--- config.mk ---
export PLATFORM = sky130hd
export DESIGN_NAME = pipelined_cs_addsub
export DESIGN_NICKNAME = d
export VERILOG_FILES = /design/src/rtl/pipelined_cs_addsub.sv
export SDC_FILE = /design/constraint.sdc
export NUM_CORES = 1
export LEC_CHECK = 0
export BUFFER_PORTS_ARGS = -buffer_cell sky130_fd_sc_hd__clkbuf_2
export CAP_MARGIN = 0
export CORE_ASPECT_RATIO = 0.6
export CORE_MARGIN = 2
export CORE_UTILIZATION = 40
export DETAILED_ROUTE_END_ITERATION = 7
export GPL_TIMING_DRIVEN = 0
export PLACE_DENSITY_LB_ADDON = 0.25
export SYNTH_ARGS = -nofsm -noshare
export SYNTH_HDL_FRONTEND = slang
export SYNTH_SLANG_ARGS = --single-unit
--- constraint.sdc ---
create_clock -name clk -period 8.7 [get_ports clk]
set_input_delay 1.305 -clock clk [delete_from_list [all_inputs] [get_ports clk]]
set_output_delay 1.305 -clock clk [all_outputs]
set_load 0.02 [all_outputs]
--- src/rtl/pipelined_cs_addsub.sv ---
// pipelined_cs_addsub: conditional-sum add/subtract, LEVELS+1 register stages under a global stall
module pipelined_cs_addsub #(
  parameter int WIDTH  = 8,
  parameter int LEVELS = 3
) (
  input  logic             clk,
  input  logic             reset,
  input  logic             in_valid,
  output logic             in_ready,
  input  logic [WIDTH-1:0] x,
  input  logic [WIDTH-1:0] y,
  input  logic             mode,
  input  logic             cin,
  output logic             out_valid,
  input  logic             out_ready,
  output logic [WIDTH-1:0] sum,
  output logic             cout,
  output logic             ovf,
  output logic             zero,
  output logic             busy
);
  if ((1 << LEVELS) != WIDTH || WIDTH < 4) begin : g_bad
    $error("pipelined_cs_addsub: WIDTH must be a power of two >= 4 and LEVELS = log2(WIDTH)");
  end
  logic [LEVELS:0]                r_v;
  logic [LEVELS-1:0][WIDTH-1:0]   r_s0, r_s1;
  logic [LEVELS-1:0][WIDTH-1:0]   w_s0, w_s1;
  logic [2*WIDTH-3:0]             r_c0, r_c1;
  logic [WIDTH-2:0]               w_c0, w_c1;
  logic [LEVELS-1:0]              r_ci, r_sx, r_sy;
  logic [WIDTH-1:0]               w_yt, w_sum, r_sum;
  logic                           w_adv, w_co, r_co, r_ovf, r_zero;
  assign w_yt  = y ^ {WIDTH{mode}};
  assign w_adv = !r_v[LEVELS] | out_ready;
  // r_c packs per-stage group carries: stage k (W>>k groups) starts at 2W - (2W>>k)
  for (genvar k = 0; k < LEVELS; k++) begin : g_lvl
    localparam int G  = 1 << k;
    localparam int CI = 2 * WIDTH - ((2 * WIDTH) >> k);
    localparam int CO = WIDTH - ((2 * WIDTH) >> (k + 1));
    for (genvar i = 0; i < (WIDTH >> (k + 1)); i++) begin : g_grp
      localparam int B = 2 * G * i;
      logic w_l0, w_l1;
      assign w_l0 = r_c0[CI+2*i];
      assign w_l1 = r_c1[CI+2*i];
      assign w_s0[k][B +: G]   = r_s0[k][B +: G];
      assign w_s1[k][B +: G]   = r_s1[k][B +: G];
      assign w_s0[k][B+G +: G] = w_l0 ? r_s1[k][B+G +: G] : r_s0[k][B+G +: G];
      assign w_s1[k][B+G +: G] = w_l1 ? r_s1[k][B+G +: G] : r_s0[k][B+G +: G];
      assign w_c0[CO+i] = w_l0 ? r_c1[CI+2*i+1] : r_c0[CI+2*i+1];
      assign w_c1[CO+i] = w_l1 ? r_c1[CI+2*i+1] : r_c0[CI+2*i+1];
    end
  end
  assign w_sum = r_ci[LEVELS-1] ? w_s1[LEVELS-1] : w_s0[LEVELS-1];
  assign w_co  = r_ci[LEVELS-1] ? w_c1[WIDTH-2] : w_c0[WIDTH-2];
  always_ff @(posedge clk or posedge reset)
    if (reset) begin
      r_v    <= '0;
      r_s0   <= '0;
      r_s1   <= '0;
      r_c0   <= '0;
      r_c1   <= '0;
      r_ci   <= '0;
      r_sx   <= '0;
      r_sy   <= '0;
      r_sum  <= '0;
      r_co   <= 1'b0;
      r_ovf  <= 1'b0;
      r_zero <= 1'b0;
    end else if (w_adv) begin
      r_v                     <= {r_v[LEVELS-1:0], in_valid};
      r_s0[0]                 <= x ^ w_yt;
      r_s1[0]                 <= ~(x ^ w_yt);
      r_c0[WIDTH-1:0]         <= x & w_yt;
      r_c1[WIDTH-1:0]         <= x | w_yt;
      for (int j = 1; j < LEVELS; j++) begin
        r_s0[j] <= w_s0[j-1];
        r_s1[j] <= w_s1[j-1];
      end
      r_c0[2*WIDTH-3:WIDTH]   <= w_c0[WIDTH-3:0];
      r_c1[2*WIDTH-3:WIDTH]   <= w_c1[WIDTH-3:0];
      r_ci                    <= {r_ci[LEVELS-2:0], cin};
      r_sx                    <= {r_sx[LEVELS-2:0], x[WIDTH-1]};
      r_sy                    <= {r_sy[LEVELS-2:0], w_yt[WIDTH-1]};
      if (r_v[LEVELS-1]) begin
        r_sum  <= w_sum;
        r_co   <= w_co;
        r_ovf  <= (r_sx[LEVELS-1] == r_sy[LEVELS-1]) & (w_sum[WIDTH-1] != r_sx[LEVELS-1]);
        r_zero <= ~|w_sum;
      end
    end
  assign in_ready  = w_adv;
  assign out_valid = r_v[LEVELS];
  assign busy      = |r_v;
  assign sum       = r_sum;
  assign cout      = r_co;
  assign ovf       = r_ovf;
  assign zero      = r_zero;
endmodule
==> results of run 1 <==
placed cells by master (no fill, tap or decap), drive strengths merged:
master / synthesis / final
xnor2: 1 / 1
nand2: 155 / 155
a31oi: 1 / 1
buf: 12 / 13
clkbuf: 11 / 58
o21a: 1 / 1
clkinv: 1 / 3
or3: 1 / 1
a21oi: 25 / 25
nor2: 26 / 26
and2: 1 / 1
xor2: 7 / 7
dfrtp: 100 / 100
nor2b: 1 / 1
nand3: 1 / 1
ha: 16 / 16
or4: 2 / 2
nand2b: 1 / 1
or4b: 1 / 1
mux2i: 38 / 38
o2111ai: 1 / 1
o21ai: 30 / 30
nor4: 1 / 1
inv: 18 / 18
o22ai: 1 / 1
o41ai: 1 / 1
through the flow:
step	total power (µW)	hold WS, ns	instance area (µm²)	util	setup slack, ns
global route	1860	0.500	5030	0.473	4.57
floorplan	1180	0.439	4390	-	4.78
finish	1730	0.467	5030	0.473	4.67
CTS	1750	0.474	5030	0.473	4.70
detailed placement	1380	0.460	4760	0.448	4.70
global placement	1350	0.451	4730	0.445	3.62
synthesized netlist by cell type (all sizes together):
cell type / n
nand2: 155
dfrtp: 100
mux2i: 38
o21ai: 30
nor2: 26
a21oi: 25
inv: 18
ha: 16
buf: 12
clkbuf: 11
xor2: 7
or4: 2
a31oi: 1
and2: 1
clkinv: 1
nand2b: 1
nand3: 1
nor2b: 1
nor4: 1
o2111ai: 1
o21a: 1
o22ai: 1
o41ai: 1
or3: 1
or4b: 1
xnor2: 1
layout make-up:
type                            count  area share
Buffer                             23      0.0191
Clock buffer                       13      0.0517
Clock inverter                      2     0.00199
Inverter                           19      0.0147
Multi-Input combinational cell    312       0.341
Sequential cell                   100       0.497
Tap cell                          139      0.0346
Timing Repair Buffer               35      0.0393
worst max-delay path, stage by stage:
cell and delay [ns]:
clkbuf_2 0.08, nor2b_1 0.05, buf_2 0.17, clkinv_1 0.10
buf_2 0.23, buf_1 0.51, clkbuf_2 0.28
cells by family after synthesis:
group / share of synthesized area
AND/OR/NAND/NOR: 0.169
multiplexers: 0.0896
adder cells (fa/ha/maj): 0.0456
buffers and inverters: 0.0382
flip-flops: 0.570
XOR/XNOR: 0.0160
AO/OA/AOI/OAI: 0.0713
report_power, final:
part / switching (µW) / internal (µW) / total (µW)
sequential: 153 / 666 / 818
clock: 163 / 207 / 370
combinational: 331 / 215 / 546
state kept, by name, summed over array words and instances (netlist names):
name	count
r_s0	24
r_s1	24
r_c0	14
r_c1	14
sum	8
r_v	4
r_ci	3
r_sx	3
r_sy	3
cout	1
ovf	1
zero	1
path summary, 6_finish.rpt:
check	endpoint	cells after the start	from
max in group asynchronous	r_s1[19]	3	reset
setup / recovery	in_ready	7	out_ready
hold reg to reg	r_s0[8]	2	r_s0[8]
hold / removal	r_s0[8]	2	r_s0[8]
setup reg to reg	r_c1[0]	6	r_v[3]
min in group asynchronous	r_c0[13]	2	reset
per-layer routing:
metal  vias to the layer above  track usage  wire length (µm)
met5                         -            0                 0
met4                         0       0.0468                73
met3                        11       0.0429               362
met2                        41        0.252              4180
met1                      1576        0.261              5020
li1                       1556            -                 -
==> results.sh, run 1 <==
export IMPL_cts_setup_buffers=0
export IMPL_gp_congestion=0.760
export IMPL_final_nets=538
export IMPL_setup_tns_ns=0
export IMPL_vias_per_cell=4.95
export IMPL_insertion_delay_ns=0.34
export IMPL_hold_viol_final=0
export IMPL_critPathCaptureType="primary output"
export IMPL_rrSetupSlack_ns=6.83
export IMPL_stdcell_count=643
export IMPL_dieArea_um2=11800
export IMPL_root_buffer="clkbuf_16"
export IMPL_synth_area_top_cells="dfrtp_1 57%, nand2_1 13%, mux2i_1 8.4%"
export IMPL_ys_seq_area_frac=0.570
export IMPL_status="complete, no violations"
export IMPL_seq_area_um2=2500
export IMPL_setup_viol=0
export IMPL_skew_ns=0.00495
export IMPL_avgSynthCellArea_um2=9.66
export IMPL_synth_top_area_frac=0.570
export IMPL_htree_num_levels=3
export IMPL_fp_coreArea_um2=10600
export IMPL_ctsLongestPathBuffers=2
export IMPL_vias=3184
export IMPL_first_pass_iters=4
export IMPL_hold_class="reg2reg"
export IMPL_cp_required_ns=7.39
export IMPL_powerDensity_nw_per_um2=345
export IMPL_fin_crit_ns=4.03
export IMPL_slew_headroom=0.532
export IMPL_rsz0062_at_grt="no"
export IMPL_grtUsageTotal=0.174
export IMPL_io_pins=36
export IMPL_p_leak_uw=0.00251
export IMPL_ant_nets=0
export IMPL_worstSetupPathType="in2out"
export IMPL_vdd_drop_max_uv=161
export IMPL_drcViolationCount=0
export IMPL_drt_wl_total_um=9630
export IMPL_clock_sinks=100
export IMPL_ys_warn_count=0
export IMPL_drive_above_1_share=0.107
export IMPL_synthDistinctLibCells=29
export IMPL_grt_antenna_before_repair=0
export IMPL_cp_max_fo=10
export IMPL_ctsResizeCount=0
export IMPL_yosysTopAreaCell="dfrtp_1"
export IMPL_numPlacedInstances=628
export IMPL_clk_pin_slew_worst_paths_ns=0.06
export IMPL_period_share=0.464
export IMPL_overflow=0
export IMPL_cts_buffers=9
export IMPL_grt_pass1_vias=3131
export IMPL_port_buffers=34
export IMPL_cts_tree="built"
export IMPL_fmax_ghz=0.248
export IMPL_cp_data_arrival_time_ns=2.73
export IMPL_rows=29
export IMPL_finalMaxSlewViolations=0
export IMPL_syn_nets=492
export IMPL_multi_input_area_um2=1720
export IMPL_antenna_diode_count=0
export IMPL_die_w_um=139
export IMPL_cp_start_kind="primary input"
export IMPL_cap_violations=0
export IMPL_drt_initial_drc_count=250
export IMPL_grt_first_pass_wirelength_um=15800
export IMPL_die_h_um=85.1
export IMPL_hold_buffers=0
export IMPL_n_fill_cell=1036
export IMPL_grt_max_degree=65
export IMPL_drt_wirelength_per_cell_um=15.0
export IMPL_tightest_slew_ns=0.702
export IMPL_synth_seq_cells=100
export IMPL_syn_inst=454
export IMPL_area_delta_synth_final_pct=14.7
export IMPL_start_util=0.413
export IMPL_hpwl_um=7130
export IMPL_syn_area_um2=4390
No activity file was read; power rests on OpenSTA's default activity.
==> run 2, diff against run 1 <==
Settings changed: ABC_AREA set to 1.
Clock period 8.7 ns to 4.2 ns, I/O delays scaled along.
==> run 2 against run 1 <==
Cell count is 8.9% higher. Utilization down 0.57 points. Sequential cell count unchanged. Synthesized area up 3.9%. Wire length is 15% higher. First-iteration DRC count up 7.2%. Highest routed layer unchanged. Die area is 3.7% higher. Critical path type is now reg2out.
==> results.sh, run 2 <==
export IMPL_synthDistinctLibCells=22
export IMPL_grt_antenna_before_repair=0
export IMPL_die_h_um=86.7
export IMPL_crit_chain="inv_2 -> nor2_4 -> inv_2 -> buf_6 -> buf_6 -> clkbuf_2"
export IMPL_synth_area_top_cells="dfrtp_1 55%, nand2_1 12%, o21ai_0 7.8%"
export IMPL_die_w_um=142
export IMPL_ctsResizeCount=0
export IMPL_start_util=0.407
export IMPL_grtUsageTotal=0.198
export IMPL_path_buf_inv=5
export IMPL_final_cell_mix="151 x nand2_1, 100 x dfrtp_1, 71 x o21ai_0, 52 x inv_1, 34 x clkbuf_2"
export IMPL_finalMaxSlewViolations=0
export IMPL_io_pins=36
export IMPL_insertion_delay_ns=0.34
export IMPL_r2r_end="zero"
export IMPL_root_buffer="clkbuf_16"
export IMPL_crit_family="buffers and inverters"
export IMPL_antenna_diode_count=0
export IMPL_fp_coreArea_um2=11200
export IMPL_stdcell_count=700
export IMPL_yosysTopAreaCell="dfrtp_1"
export IMPL_r2r_start="r_ci[2]"
export IMPL_powerDensity_nw_per_um2=733
export IMPL_cp_start_kind="flop"
export IMPL_numPlacedInstances=685
export IMPL_vias_per_cell=5.03
export IMPL_cp_endpoint="in_ready"
export IMPL_grt_first_pass_wirelength_um=18200
export IMPL_ctsLongestPathBuffers=2
export IMPL_period_share=0.513
export IMPL_syn_area_um2=4560
export IMPL_cp_data_arrival_time_ns=1.52
export IMPL_syn_nets=544
export IMPL_drive_above_1_share=0.155
export IMPL_drt_initial_drc_count=268
export IMPL_async_reset_ff_frac=1.00
export IMPL_skew_ns=0.00649
export IMPL_final_common_cell="nand2_1"
export IMPL_netlist_top_cells_count="151 x nand2_1, 100 x dfrtp_1, 71 x o21ai_0"
export IMPL_ys_warn_count=0
export IMPL_cp_max_fo=10
export IMPL_setup_viol=0
export IMPL_overflow=0
export IMPL_status="complete, no violations"
export IMPL_clock_sinks=100
export IMPL_synth_ff_type="dfrtp_1"
export IMPL_first_pass_iters=5
export IMPL_ys_seq_area_frac=0.549
export IMPL_synth_most_common_cell="nand2_1"
export IMPL_worstSetupPathType="reg2out"
export IMPL_rr_worst_depth=6
export IMPL_cpPeakStageDelay_ns=0.39
export IMPL_drt_wirelength_per_cell_um=15.8
export IMPL_vdd_drop_max_uv=270
export IMPL_htree_num_levels=3
export IMPL_rows=30
export IMPL_hold_viol_final=0
export IMPL_drt_wl_total_um=11100
export IMPL_worst_path_stages=6
export IMPL_final_nets=590
export IMPL_p_leak_uw=0.00258
export IMPL_drcViolationCount=0
export IMPL_cap_violations=0
export IMPL_gp_congestion=0.843
export IMPL_cts_setup_buffers=0
export IMPL_fmax_ghz=0.465
export IMPL_rsz0062_at_grt="no"
export IMPL_clk_pin_slew_worst_paths_ns=0.07
export IMPL_ant_nets=0
export IMPL_slowest_stage="dfrtp_1"
export IMPL_rrSetupSlack_ns=2.74
export IMPL_critPathCaptureType="primary output"
export IMPL_cp_required_ns=3.57
export IMPL_port_buffers=34
export IMPL_synth_edf_count=0
export IMPL_cts_tree="built"
export IMPL_fin_crit_ns=2.15
export IMPL_synth_seq_cells=100
export IMPL_dieArea_um2=12300
export IMPL_hold_class="in2async"
export IMPL_top_regs="r_s0 x24, r_s1 x24"
export IMPL_cp_startpoint="r_v[3]"
export IMPL_area_delta_synth_final_pct=14.8
export IMPL_grt_max_degree=54
export IMPL_syn_inst=506
export IMPL_cts_buffers=9
export IMPL_grt_pass1_vias=3469
export IMPL_hold_buffers=0
export IMPL_synth_top_area_frac=0.549
export IMPL_vias=3521
export IMPL_hpwl_um=8000
export IMPL_fin_util=0.468
export IMPL_tightest_slew_ns=0.622
export IMPL_slew_headroom=0.585
export IMPL_avgSynthCellArea_um2=9.01
[run 2: cell types whose count changed in the layout (fill, tap and decap cells not counted), sizes merged, moves of 9 or more]
cell / delta
a21oi: -22
buf: +9
clkbuf: -13
inv: +39
mux2i: -38
nand3: +11
o211ai: +14
o21ai: +52
[run 2: worst min path at each step]
stage	startpoint	end
2_1_floorplan	r_ci[0]	r_ci[1]
3_3_place_gp	r_sx[0]	r_sx[1]
3_5_place_dp	r_ci[0]	r_ci[1]
4_1_cts	reset	zero
5_1_grt	reset	zero
6_report	reset	zero
[run 2: cell families (layout without fill, tap and decap cells)]
kind of cell / after synthesis / after routing / share of synthesized area
xor+xnor: 8 / 8 / 0.0154
buf+inv: 78 / 128 / 0.0788
simple gates: 189 / 189 / 0.164
compound gates: 115 / 115 / 0.148
fa+ha+maj: 16 / 16 / 0.0439
flops: 100 / 100 / 0.549
[run 2: area by class of cell]
type / instances / area, µm²
Clock inverter: 4 / 50.0
Fill cell: 1122 / 5960
Inverter: 57 / 216
Timing Repair Buffer: 35 / 198
Buffer: 21 / 145
Tap cell: 144 / 180
Sequential cell: 100 / 2500
Multi-Input combinational cell: 328 / 1700
Clock buffer: 11 / 243
[run 2: power breakdown]
group	leakage (µW)	switching (µW)	internal, µW
Sequential	0.00120	276	1380
Combinational	0.00125	878	477
Clock	0.000138	351	474
[run 2: metrics by stage]
step	total power, µW	area (µm²)	hold slack (ns)	setup WS [ns]	setup TNS [ns]
6_report	3840	5230	0.355	2.05	0
2_1_floorplan	2560	4560	0.442	0.951	0
3_5_place_dp	3020	4940	0.460	2.04	0
4_1_cts	3850	5230	0.376	2.02	0
3_3_place_gp	2970	4910	0.457	-0.138	-13.28
5_1_grt	4150	5230	0.395	1.95	0
[run 2: per-layer routing]
layer | vias up | GRT usage | part of all wire
met4 | 0 | 0.0527 | 0.010
li1 | 1704 | - | -
met5 | - | 0 | 0
met3 | 12 | 0.0431 | 0.063
met2 | 104 | 0.288 | 0.42
met1 | 1701 | 0.298 | 0.51
==> run 3, diff against run 2 <==
Clock period 4.2 ns to 2.2 ns, I/O delays scaled along.
==> run 3 against run 2 <==
Combinational power increased by 90%. Utilization increased by 0.32 points. First-iteration DRC count decreased by 29%. Die area unchanged. Total power increased by 90%. Largest cell class unchanged. Wire length decreased by 2.0%.
==> results.sh, run 3 (same netlist as run 2, synthesis figures left out) <==
export IMPL_cp_data_arrival_time_ns=1.54
export IMPL_status="complete, no violations"
export IMPL_fin_area_um2=5270
export IMPL_drive_above_1_share=0.157
export IMPL_rsz0062_at_grt="no"
export IMPL_path_buf_inv=5
export IMPL_fp_coreArea_um2=11200
export IMPL_hold_class="in2reg"
export IMPL_cts_tree="built"
export IMPL_clock_sinks=100
export IMPL_cts_setup_buffers=0
export IMPL_vias_per_cell=5.00
export IMPL_dr_max_layer_used="met4"
export IMPL_die_h_um=86.7
export IMPL_grt_antenna_before_repair=0
export IMPL_grtUsageTotal=0.199
export IMPL_met3_length_um=658
export IMPL_first_pass_iters=5
export IMPL_fin_crit_ns=1.87
export IMPL_cpPeakStageDelay_ns=0.39
export IMPL_insertion_delay_ns=0.34
export IMPL_ctsResizeCount=0
export IMPL_slowest_stage="dfrtp_1"
export IMPL_overflow=0
export IMPL_top_regs="r_s0 x24, r_s1 x24"
export IMPL_hold_ws_ns=0.181
export IMPL_cts_buffers=9
export IMPL_cp_start_kind="flop"
export IMPL_wl_met2_um=4520
export IMPL_drcViolationCount=0
export IMPL_period_share=0.849
export IMPL_fmax_ghz=0.535
export IMPL_p_leak_uw=0.00260
export IMPL_setup_viol=0
export IMPL_ctsLongestPathBuffers=2
export IMPL_antenna_diode_count=0
export IMPL_critPathCaptureType="primary output"
export IMPL_setup_tns_ns=0
export IMPL_root_buffer="clkbuf_16"
export IMPL_worstSetupPathType="reg2out"
export IMPL_hold_buffers=1
export IMPL_die_w_um=142
export IMPL_rows=30
export IMPL_cap_violations=0
export IMPL_drt_wirelength_per_cell_um=15.4
export IMPL_drt_met1_wl_um=5590
export IMPL_final_nets=593
export IMPL_start_util=0.407
export IMPL_grt_max_degree=30
export IMPL_hpwl_um=8040
export IMPL_skew_ns=0.00513
export IMPL_cp_max_fo=10
export IMPL_grt_first_pass_wirelength_um=18400
export IMPL_vdd_drop_max_uv=547
export IMPL_grt_pass1_vias=3580
export IMPL_cp_required_ns=1.87
export IMPL_drt_initial_drc_count=189
export IMPL_vias=3520
export IMPL_slew_headroom=0.612
export IMPL_area_delta_synth_final_pct=15.6
export IMPL_htree_num_levels=3
export IMPL_crit_chain="inv_2 -> nor2_4 -> inv_2 -> buf_6 -> buf_6 -> clkbuf_2"
export IMPL_hold_viol_final=0
export IMPL_dieArea_um2=12300
export IMPL_gp_congestion=0.867
export IMPL_io_pins=36
export IMPL_ant_nets=0
export IMPL_final_cell_mix="151 x nand2_1, 100 x dfrtp_1, 71 x o21ai_0, 52 x inv_1, 34 x clkbuf_2"
export IMPL_clk_pin_slew_worst_paths_ns=0.06
export IMPL_drt_wl_total_um=10800
export IMPL_final_common_cell="nand2_1"
export IMPL_finalMaxSlewViolations=0
export IMPL_placed_area_um2=4970
export IMPL_powerDensity_nw_per_um2=1380
export IMPL_crit_family="buffers and inverters"
export IMPL_tightest_slew_ns=0.576
export IMPL_port_buffers=34
## run 3: cell types whose count changed in the layout (fill, tap and decap cells not counted)
| cell | before | now |
|---|---|---|
| buf_12 | 0 | 3 |
| buf_16 | 1 | 0 |
| clkbuf_1 | 1 | 2 |
| clkbuf_8 | 1 | 0 |
| clkinv_2 | 1 | 3 |
| dlygate4sd3_1 | 0 | 1 |
| inv_4 | 1 | 0 |
## run 3: final cells by class
class	instances	area (µm²)
plain buffers	21	145
flip-flops and latches	100	2500
inverters	57	218
clock buffers	11	233
fillers	1105	5920
clock inverters	5	52.6
multi-input cells	328	1700
well taps	144	180
repair buffers	38	240
## run 3: path summary, 6_finish.rpt
path | startpoint | endpoint | slack, ns | cells after the start
hold reg to reg | r_s1[8] | r_s1[16] | 0.47 | 2
hold / removal | cin | r_ci[0] | 0.18 | 3
min in group asynchronous | reset | r_s0[18] | 0.54 | 3
max in group asynchronous | reset | r_s1[21] | 0.97 | 5
setup / recovery | r_v[3] | in_ready | 0.33 | 6
setup reg to reg | r_ci[2] | zero | 0.71 | 6
## run 3: metrics by stage
step,worst slack [ns],util,instances,power [µW]
final,0.332,0.471,704,7280
after global routing,0.237,0.471,704,7890
after CTS,0.320,0.471,704,7320
after detailed placement,0.657,0.444,687,5770
after global placement,0.0288,0.439,684,5670
after floorplan,0.680,-,506,4880
## run 3: worst reg2reg max path, cell delays in order, from the launching register on
cell	delay, ns
dfrtp_1	0.37
inv_1	0.15
o21ai_0	0.51
nand3_1	0.16
nor2_1	0.13
nand2_1	0.07
nand2_1	0.05
## run 3: metal layers
metal / global-route usage / vias to the layer above
met3: 0.0414 / 9
met2: 0.294 / 82
met5: 0 / -
met4: 0.0409 / 0
li1: - / 1707
met1: 0.302 / 1722
## run 3: where the power goes
part           leakage (µW)  internal, µW  switching [µW]
Clock              0.000139           876             659
Combinational       0.00126           918            1660
Sequential          0.00120          2630             532
Total               0.00260          4430            2850
